`config.mk`:
```
export PLATFORM = sky130hd
export DESIGN_NAME = rdma_remap_arb
export DESIGN_NICKNAME = d
export VERILOG_FILES = /design/src/rtl/rdma_remap_arb.sv
export SDC_FILE = /design/constraint.sdc
export NUM_CORES = 1
export LEC_CHECK = 0
export BUFFER_PORTS_ARGS = -buffer_cell sky130_fd_sc_hd__buf_4
export CAP_MARGIN = 25
export CORE_MARGIN = 1
export CORE_UTILIZATION = 40
export DETAILED_ROUTE_END_ITERATION = 16
export GPL_TIMING_DRIVEN = 0
export PLACE_DENSITY = 0.77
export SLEW_MARGIN = 20
export SYNTH_ARGS = -nofsm -noshare
export SYNTH_HDL_FRONTEND = slang
export SYNTH_SLANG_ARGS = --single-unit
```
`constraint.sdc`:
```
create_clock -name clk -period 3.3 [get_ports clk]
set_input_delay 0.165 -clock clk [delete_from_list [all_inputs] [get_ports clk]]
set_output_delay 0.165 -clock clk [all_outputs]
set_load 0.02 [all_outputs]
```
`src/rtl/rdma_remap_arb.sv`:
```
// Round-robin front end that shares one rdma_remap engine among NREQ requesters.
// One translation in flight at a time; engine timeouts return an error response.
module rdma_remap_arb #(
  parameter int unsigned NREQ    = 4,
  parameter int unsigned TIMEOUT = 16
) (
  input  logic                    clk,
  input  logic                    rst_n,
  input  logic [NREQ-1:0]         req_valid,
  input  logic [NREQ*32-1:0]      req_addr,
  output logic [NREQ-1:0]         req_ready,
  output logic                    eng_start,
  output logic [31:0]             eng_local_addr,
  input  logic [31:0]             eng_remote_addr,
  input  logic                    eng_ready,
  output logic                    rsp_valid,
  output logic [$clog2(NREQ)-1:0] rsp_id,
  output logic [31:0]             rsp_addr,
  output logic                    rsp_err,
  input  logic                    rsp_ready
);

  localparam int unsigned IW = $clog2(NREQ);
  localparam int unsigned CW = (TIMEOUT > 1) ? $clog2(TIMEOUT) : 1;

  typedef enum logic [1:0] {
    S_IDLE,
    S_ISSUE,
    S_WAIT,
    S_RESP
  } state_e;

  state_e        state_q;
  logic [IW-1:0] last_grant_q;
  logic [CW-1:0] cnt_q;
  logic          eng_start_q;
  logic [31:0]   laddr_q;
  logic          rsp_valid_q;
  logic [IW-1:0] rsp_id_q;
  logic [31:0]   rsp_addr_q;
  logic          rsp_err_q;

  logic [31:0]   addr_arr [NREQ];
  logic          gnt_found;
  logic [IW-1:0] gnt_idx;
  logic [31:0]   gnt_addr;

  for (genvar g = 0; g < NREQ; g++) begin : g_addr
    assign addr_arr[g] = req_addr[32*g +: 32];
  end

  // Search starts one past the last winner so every requester gets a turn.
  always_comb begin
    logic [IW-1:0] cand;
    gnt_found = 1'b0;
    gnt_idx   = '0;
    gnt_addr  = '0;
    cand      = '0;
    for (int unsigned k = 1; k <= NREQ; k++) begin
      cand = IW'((32'(last_grant_q) + k) % NREQ);
      if (!gnt_found && req_valid[cand]) begin
        gnt_found = 1'b1;
        gnt_idx   = cand;
        gnt_addr  = addr_arr[cand];
      end
    end
  end

  // The accept strobe must answer in the grant cycle, so it is combinational.
  always_comb begin
    req_ready = '0;
    if (rst_n && state_q == S_IDLE && gnt_found) begin
      req_ready = NREQ'(1) << gnt_idx;
    end
  end

  always_ff @(posedge clk or negedge rst_n) begin
    if (!rst_n) begin
      state_q      <= S_IDLE;
      last_grant_q <= IW'(NREQ - 1);
      cnt_q        <= '0;
      eng_start_q  <= 1'b0;
      laddr_q      <= '0;
      rsp_valid_q  <= 1'b0;
      rsp_id_q     <= '0;
      rsp_addr_q   <= '0;
      rsp_err_q    <= 1'b0;
    end else begin
      eng_start_q <= 1'b0;
      unique case (state_q)
        S_IDLE: begin
          if (gnt_found) begin
            state_q      <= S_ISSUE;
            last_grant_q <= gnt_idx;
            rsp_id_q     <= gnt_idx;
            laddr_q      <= gnt_addr;
            eng_start_q  <= 1'b1;
          end
        end
        S_ISSUE: begin
          state_q <= S_WAIT;
          cnt_q   <= '0;
        end
        S_WAIT: begin
          if (eng_ready) begin
            rsp_addr_q  <= eng_remote_addr;
            rsp_err_q   <= 1'b0;
            rsp_valid_q <= 1'b1;
            state_q     <= S_RESP;
          end else if (cnt_q == CW'(TIMEOUT - 1)) begin
            rsp_addr_q  <= '0;
            rsp_err_q   <= 1'b1;
            rsp_valid_q <= 1'b1;
            state_q     <= S_RESP;
          end else begin
            cnt_q <= cnt_q + 1'b1;
          end
        end
        S_RESP: begin
          if (rsp_ready) begin
            rsp_valid_q <= 1'b0;
            state_q     <= S_IDLE;
          end
        end
        default: state_q <= S_IDLE;
      endcase
    end
  end

  assign eng_start      = eng_start_q;
  assign eng_local_addr = laddr_q;
  assign rsp_valid      = rsp_valid_q;
  assign rsp_id         = rsp_id_q;
  assign rsp_addr       = rsp_addr_q;
  assign rsp_err        = rsp_err_q;

endmodule

```
Word level (Yosys, flattened, before mapping)
Index checks and enable logic that the tools add are counted.
{"block": "word_totals", "ff_bits": 77, "out_inout_bits": 73, "wordCells": 103, "in_bits": 168}
{"block": "classes", "n_mux": 50, "n_shift": 1, "n_eq_ne": 9, "reduce_logical": 17, "addsub": 5, "n_bitwise": 4, "magnitude_cmp": 8}
{"operator": "$mux W32", "n": 14}
{"operator": "$bmux W32 S2", "n": 4}
{"operator": "$mux W2", "n": 8}
{"operator": "$mux W1", "n": 14}
{"operator": "$ge A3 B3 Y1 const B", "n": 4}
{"operator": "$lt A2 B3 Y1 const B", "n": 4}
{"operator": "$mux W4", "n": 3}
{"operator": "$not A2 Y3", "n": 4}
{"operator": "$reduce_and A3 Y1", "n": 3}
{"operator": "$bmux W1 S2", "n": 4}
{"operator": "$ne A2 B2 Y1 const B", "n": 4}
{"operator": "$pmux W2 S4", "n": 1}
{"operator": "$pmux W4 S2", "n": 1}
{"operator": "$reduce_bool A2 Y1", "n": 3}
{"operator": "$logic_and A1 B1 Y1", "n": 5}
{"operator": "$add A2 B1 Y2 const B", "n": 2}
{"operator": "$add A2 B2 Y2 const B", "n": 2}
{"operator": "$add A4 B1 Y4 const B", "n": 1}
{"operator": "$eq A2 B2 Y1 const B", "n": 2}
{"operator": "$eq A4 B4 Y1 const B", "n": 1}
{"operator": "$reduce_and A2 Y1", "n": 2}
{"operator": "$shl A1 B2 Y4 const A", "n": 1}
{"operator": "$logic_not A1 Y1", "n": 3}
{"operator": "$ne A3 B3 Y1 const B", "n": 1}
{"operator": "3 further kinds", "n": 3}

Logic depth before layout (Yosys ltp)
{"block": "depth", "ltp_word": 15, "depth_mapped": 9, "mapped_depth_nobuf": 7}

Least setup slack after synthesis
OpenSTA, ideal clock, no wires.
{"block": "synth_timing", "path_kind": "reg-to-output", "startpoint": "reg last_grant_q[0]", "endpoint": "out req_ready[1]", "arrival_ns": 2.124, "path_slack_ns": 1.011, "n_path_buf": 4, "stages_incl_launch_ff": 8, "t_required_ns": 3.135, "cell_sequence": "dfstp_2 -> buf_2 -> buf_6 -> buf_6 -> buf_2 -> o22ai_1 -> o21ai_0 -> nor3b_1"}
{"block": "synth_via", "elab_chain_len": 15, "elab_cells_between_ends": 29, "classes_between": "add/sub (4); shift (1); mux (17); reduce/logical (7)"}
{"item": "from (decl)", "line_no": "34", "rtl": "logic [IW-1:0] last_grant_q;"}
{"item": "from (signal assigned)", "line_no": "80", "rtl": "last_grant_q <= IW'(NREQ - 1);"}
{"item": "from (signal assigned)", "line_no": "94", "rtl": "last_grant_q <= gnt_idx;"}
{"item": "$add A2 B1 Y2", "line_no": "60", "rtl": "cand = IW'((32'(last_grant_q) + k) % NREQ);"}
{"item": "$bmux W1 S2", "line_no": "61", "rtl": "if (!gnt_found && req_valid[cand]) begin"}
{"item": "$mux W1 (not written as such)", "line_no": "61"}
{"item": "$mux W1", "line_no": "61"}
{"item": "$logic_not A1 Y1", "line_no": "61"}
{"item": "$logic_and A1 B1 Y1", "line_no": "61"}
{"item": "$mux W1", "line_no": "61"}
{"item": "$logic_not A1 Y1", "line_no": "61"}
{"item": "$logic_and A1 B1 Y1", "line_no": "61"}
{"item": "$mux W1", "line_no": "61"}
{"item": "$logic_not A1 Y1", "line_no": "61"}
{"item": "$logic_and A1 B1 Y1", "line_no": "61"}
{"item": "$mux W2 / $mux W1 (equally long branches)", "line_no": "61"}
{"item": "$shl A1 B2 Y4 / $logic_and A1 B1 Y1 (equally long branches)", "line_no": "73, 72"}
{"item": "$mux W4 (*)", "line_no": "72", "rtl": "if (rst_n && state_q == S_IDLE && gnt_found) begin"}
{"item": "to (decl)", "line_no": "11", "rtl": "output logic [NREQ-1:0] req_ready,"}
Mark *: on every way between the ends. The rest lies on a longest branch, timed or not. The select of a mux whose other input is x is not followed.

Worst setup path after layout
{"block": "layout_timing", "startpoint": "reg last_grant_q[1]", "endpoint": "out req_ready[0]"}
The elaborated chain is that of the path after synthesis.

==> results.sh <==
export IMPL_synth_flop_cell="dfrtp_1"
export IMPL_synth_edf_count=0
export IMPL_ys_warn_count=0
export IMPL_layout_drive_gt1_share_pct=32.1
export IMPL_clk_path_buf_depth=2
export IMPL_start_util_pct=40.9
export IMPL_clkLatencyLatePin_ns=0.34
export IMPL_vias_per_cell=6.01
export IMPL_fin_tns_setup_ns=0
export IMPL_first_pass_iters=5
export IMPL_antenna_found_initial=0
export IMPL_synth_compound_area_share_pct=29.6
export IMPL_irDropWorstVdd_mv=0.488
export IMPL_num_antenna_cells=0
export IMPL_fin_nets=1144
export IMPL_rows=46
export IMPL_die_area_sq_um=16700
export IMPL_hold_viol_final=0
export IMPL_vias=7160
export IMPL_layout_commonest_cell="buf_4"
export IMPL_post_cts_resized=0
export IMPL_use_met2_pct=47.2
export IMPL_ys_ff_latch=77
export IMPL_post_dp_hpwl_um=17600
export IMPL_synth_top_family_by_area="compound AO/OA/AOI/OAI gates"
export IMPL_io_buffer_count=237
export IMPL_dp_cells=1173
export IMPL_cts_root_buf="clkbuf_16"
export IMPL_cp_data_required_time_ns=3.13
export IMPL_finalSetupViolations=0
export IMPL_finalWeightedCongestion=0.894
export IMPL_drv_cap=0
export IMPL_wl_per_cell_um=19.8
export IMPL_busiest_layer="met2"
export IMPL_p_leak_nw=4.09
export IMPL_die_y_um=129
export IMPL_synthMuxAreaShare_pct=21.1
export IMPL_synth_fa_ha_area_share_pct=1.16
export IMPL_period_minus_slack_ns=3.06
export IMPL_most_common_layout_cells="244 x buf_4, 97 x mux2i_1, 75 x dfrtp_1, 70 x nor2_1, 49 x clkbuf_1"
export IMPL_wirelength_um=23500
export IMPL_grt_max_degree=80
export IMPL_path_max_fanout=10
export IMPL_syn_nets=894
export IMPL_synthArstFlopShare_pct=100
export IMPL_synth_area_sq_um=6480
export IMPL_synth_xor_area_share_pct=0
export IMPL_slew_headroom_pct=48.6
export IMPL_p_per_area_nw_per_um2=930
export IMPL_drt_iter0_drc=596
export IMPL_crit_type="reg -> out"
export IMPL_overflow=0
export IMPL_rsz0062_at_grt="false"
export IMPL_area_growth_pct=37.2
export IMPL_grt_util_all_layers_pct=27.6
export IMPL_maxSlewViolCount=0
export IMPL_drc=0
export IMPL_clkTransAtPathRegs_ns=0.06
export IMPL_endpoint_kind="primary output"
export IMPL_io_pins=241
export IMPL_core_sq_um=15800
export IMPL_synth_avg_cell_area_sq_um=9.00
export IMPL_startpoint_type="register"
export IMPL_grt_pass1_wl_um=36100
export IMPL_first_global_vias=7132
export IMPL_stdcell_count=1191
export IMPL_htree_num_levels=3
export IMPL_post_synth_and_or_nand_nor_area_fraction_pct=12.0
export IMPL_use_met1_pct=33.8
export IMPL_fin_crit_sh_pct=92.7
export IMPL_syn_inst=720
export IMPL_cp_arrival_ns=2.90
export IMPL_drt_antenna_violating_nets=0
export IMPL_seq_area_frac_synth_pct=29.8
export IMPL_yosysUniqueCellTypes=45
export IMPL_maxClockFrequency_mhz=327
export IMPL_fin_skew_ns=0.00972
export IMPL_cts_tree="built"
export IMPL_status="finished, final reports clean"
export IMPL_die_x_um=129
export IMPL_use_met3_pct=4.25
export IMPL_clock_sinks=77
export IMPL_worstHoldPathType="in -> reg"
export IMPL_numCtsBuffers=9
export IMPL_tightest_slew_ns=0.767
-- cells in the mapped netlist (33+ instances only) --
cell,count,area (sq um)
nor2_1,70,263
mux2i_1,97,971
nand2_1,38,143
o31ai_1,34,255
dfrtp_1,75,1880
a31oi_1,33,206
and2_1,35,219
clkbuf_1,49,184
a211oi_1,33,248
-- area by class of cell --
| cell class | instances | area (sq um) |
|---|---|---|
| sequential | 77 | 1930 |
| multi-input combinational | 554 | 4130 |
| clock buffer | 10 | 239 |
| buffer | 78 | 375 |
| clock inverter | 6 | 93.8 |
| tap | 216 | 270 |
| fill | 1446 | 6940 |
| timing repair buffer | 239 | 1810 |
| inverter | 11 | 41.3 |
-- metrics by stage --
stage / area, sq um / hold WS, ns / util, % / power [mW] / worst slack (ns)
final: 8890 / 0.0552 / 56.2 / 8.27 / 0.239
after global routing: 8890 / 0.0469 / 56.2 / 8.78 / 0.0726
after CTS: 8860 / 0.0482 / 56.0 / 8.21 / 0.287
after detailed placement: 8530 / 0.389 / 53.9 / 7.09 / 0.664
after global placement: 8530 / 0.395 / 53.9 / 6.98 / 0.694
after floorplan: 6480 / -0.131 / - / 5.23 / 1.01
-- critical path, stage by stage (launching register included) --
cell,delay [ns]
dfstp_2,0.58
buf_2,0.26
buf_2,0.30
buf_2,0.30
o221ai_1,0.15
a32oi_1,0.50
and4_1,0.30
buf_4,0.16
-- kinds of logic (layout without fill, tap and decap cells) --
| kind of cell | Yosys count | after routing |
|---|---|---|
| fa+ha+maj | 6 | 6 |
| buf+inv | 89 | 344 |
| flops | 77 | 77 |
| compound gates | 252 | 252 |
| simple gates | 165 | 165 |
| mux | 131 | 131 |
-- power by group --
group / switching, mW / internal [mW] / total, mW
registers: 0.300 / 1.42 / 1.71
clock network: 0.423 / 0.690 / 1.11
logic: 3.21 / 2.22 / 5.44
total: 3.94 / 4.33 / 8.27
-- metal layers --
| layer | wire (um) | vias to the layer above | part of all wire [%] |
|---|---|---|---|
| met3 | 2160 | 70 | 9.2 |
| met2 | 11300 | 434 | 48 |
| met5 | 0 | - | 0 |
| met4 | 741 | 0 | 3.1 |
| li1 | - | 3292 | - |
| met1 | 9330 | 3364 | 40 |
-- path summary, 6_finish.rpt --
| kind | slack, ns | depth (start not counted) | to | startpoint |
|---|---|---|---|---|
| max | 0.24 | 7 | req_ready[0] | last_grant_q[1]$_DFFE_PN1P_ |
| min | 0.06 | 2 | rsp_addr[0]$_DFFE_PN0P_ | eng_remote_addr[0] |
| max reg2reg | 0.66 | 7 | eng_local_addr[4]$_DFFE_PN0P_ | last_grant_q[0]$_DFFE_PN1P_ |
| min reg2reg | 0.48 | 1 | cnt_q[3]$_DFFE_PN0P_ | cnt_q[3]$_DFFE_PN0P_ |
| max in group asynchronous | 2.27 | 3 | last_grant_q[1]$_DFFE_PN1P_ | rst_n |
| min in group asynchronous | 0.36 | 2 | eng_start$_DFF_PN0_ | rst_n |
-- timing repair --
action | CTS | global route
endpoints found under the hold margin | 0 | 32
hold buffers | 0 | 1
buffers inserted | 0 | 0
-- sequential cells by signal (all words and copies together), names as in the netlist --
name	flops
rsp_id	2
eng_start	1
rsp_err	1
last_grant_q	2
eng_local_addr	32
cnt_q	4
state_q	2
rsp_addr	32
rsp_valid	1
Note: power is estimated with default switching activity, not from simulation.
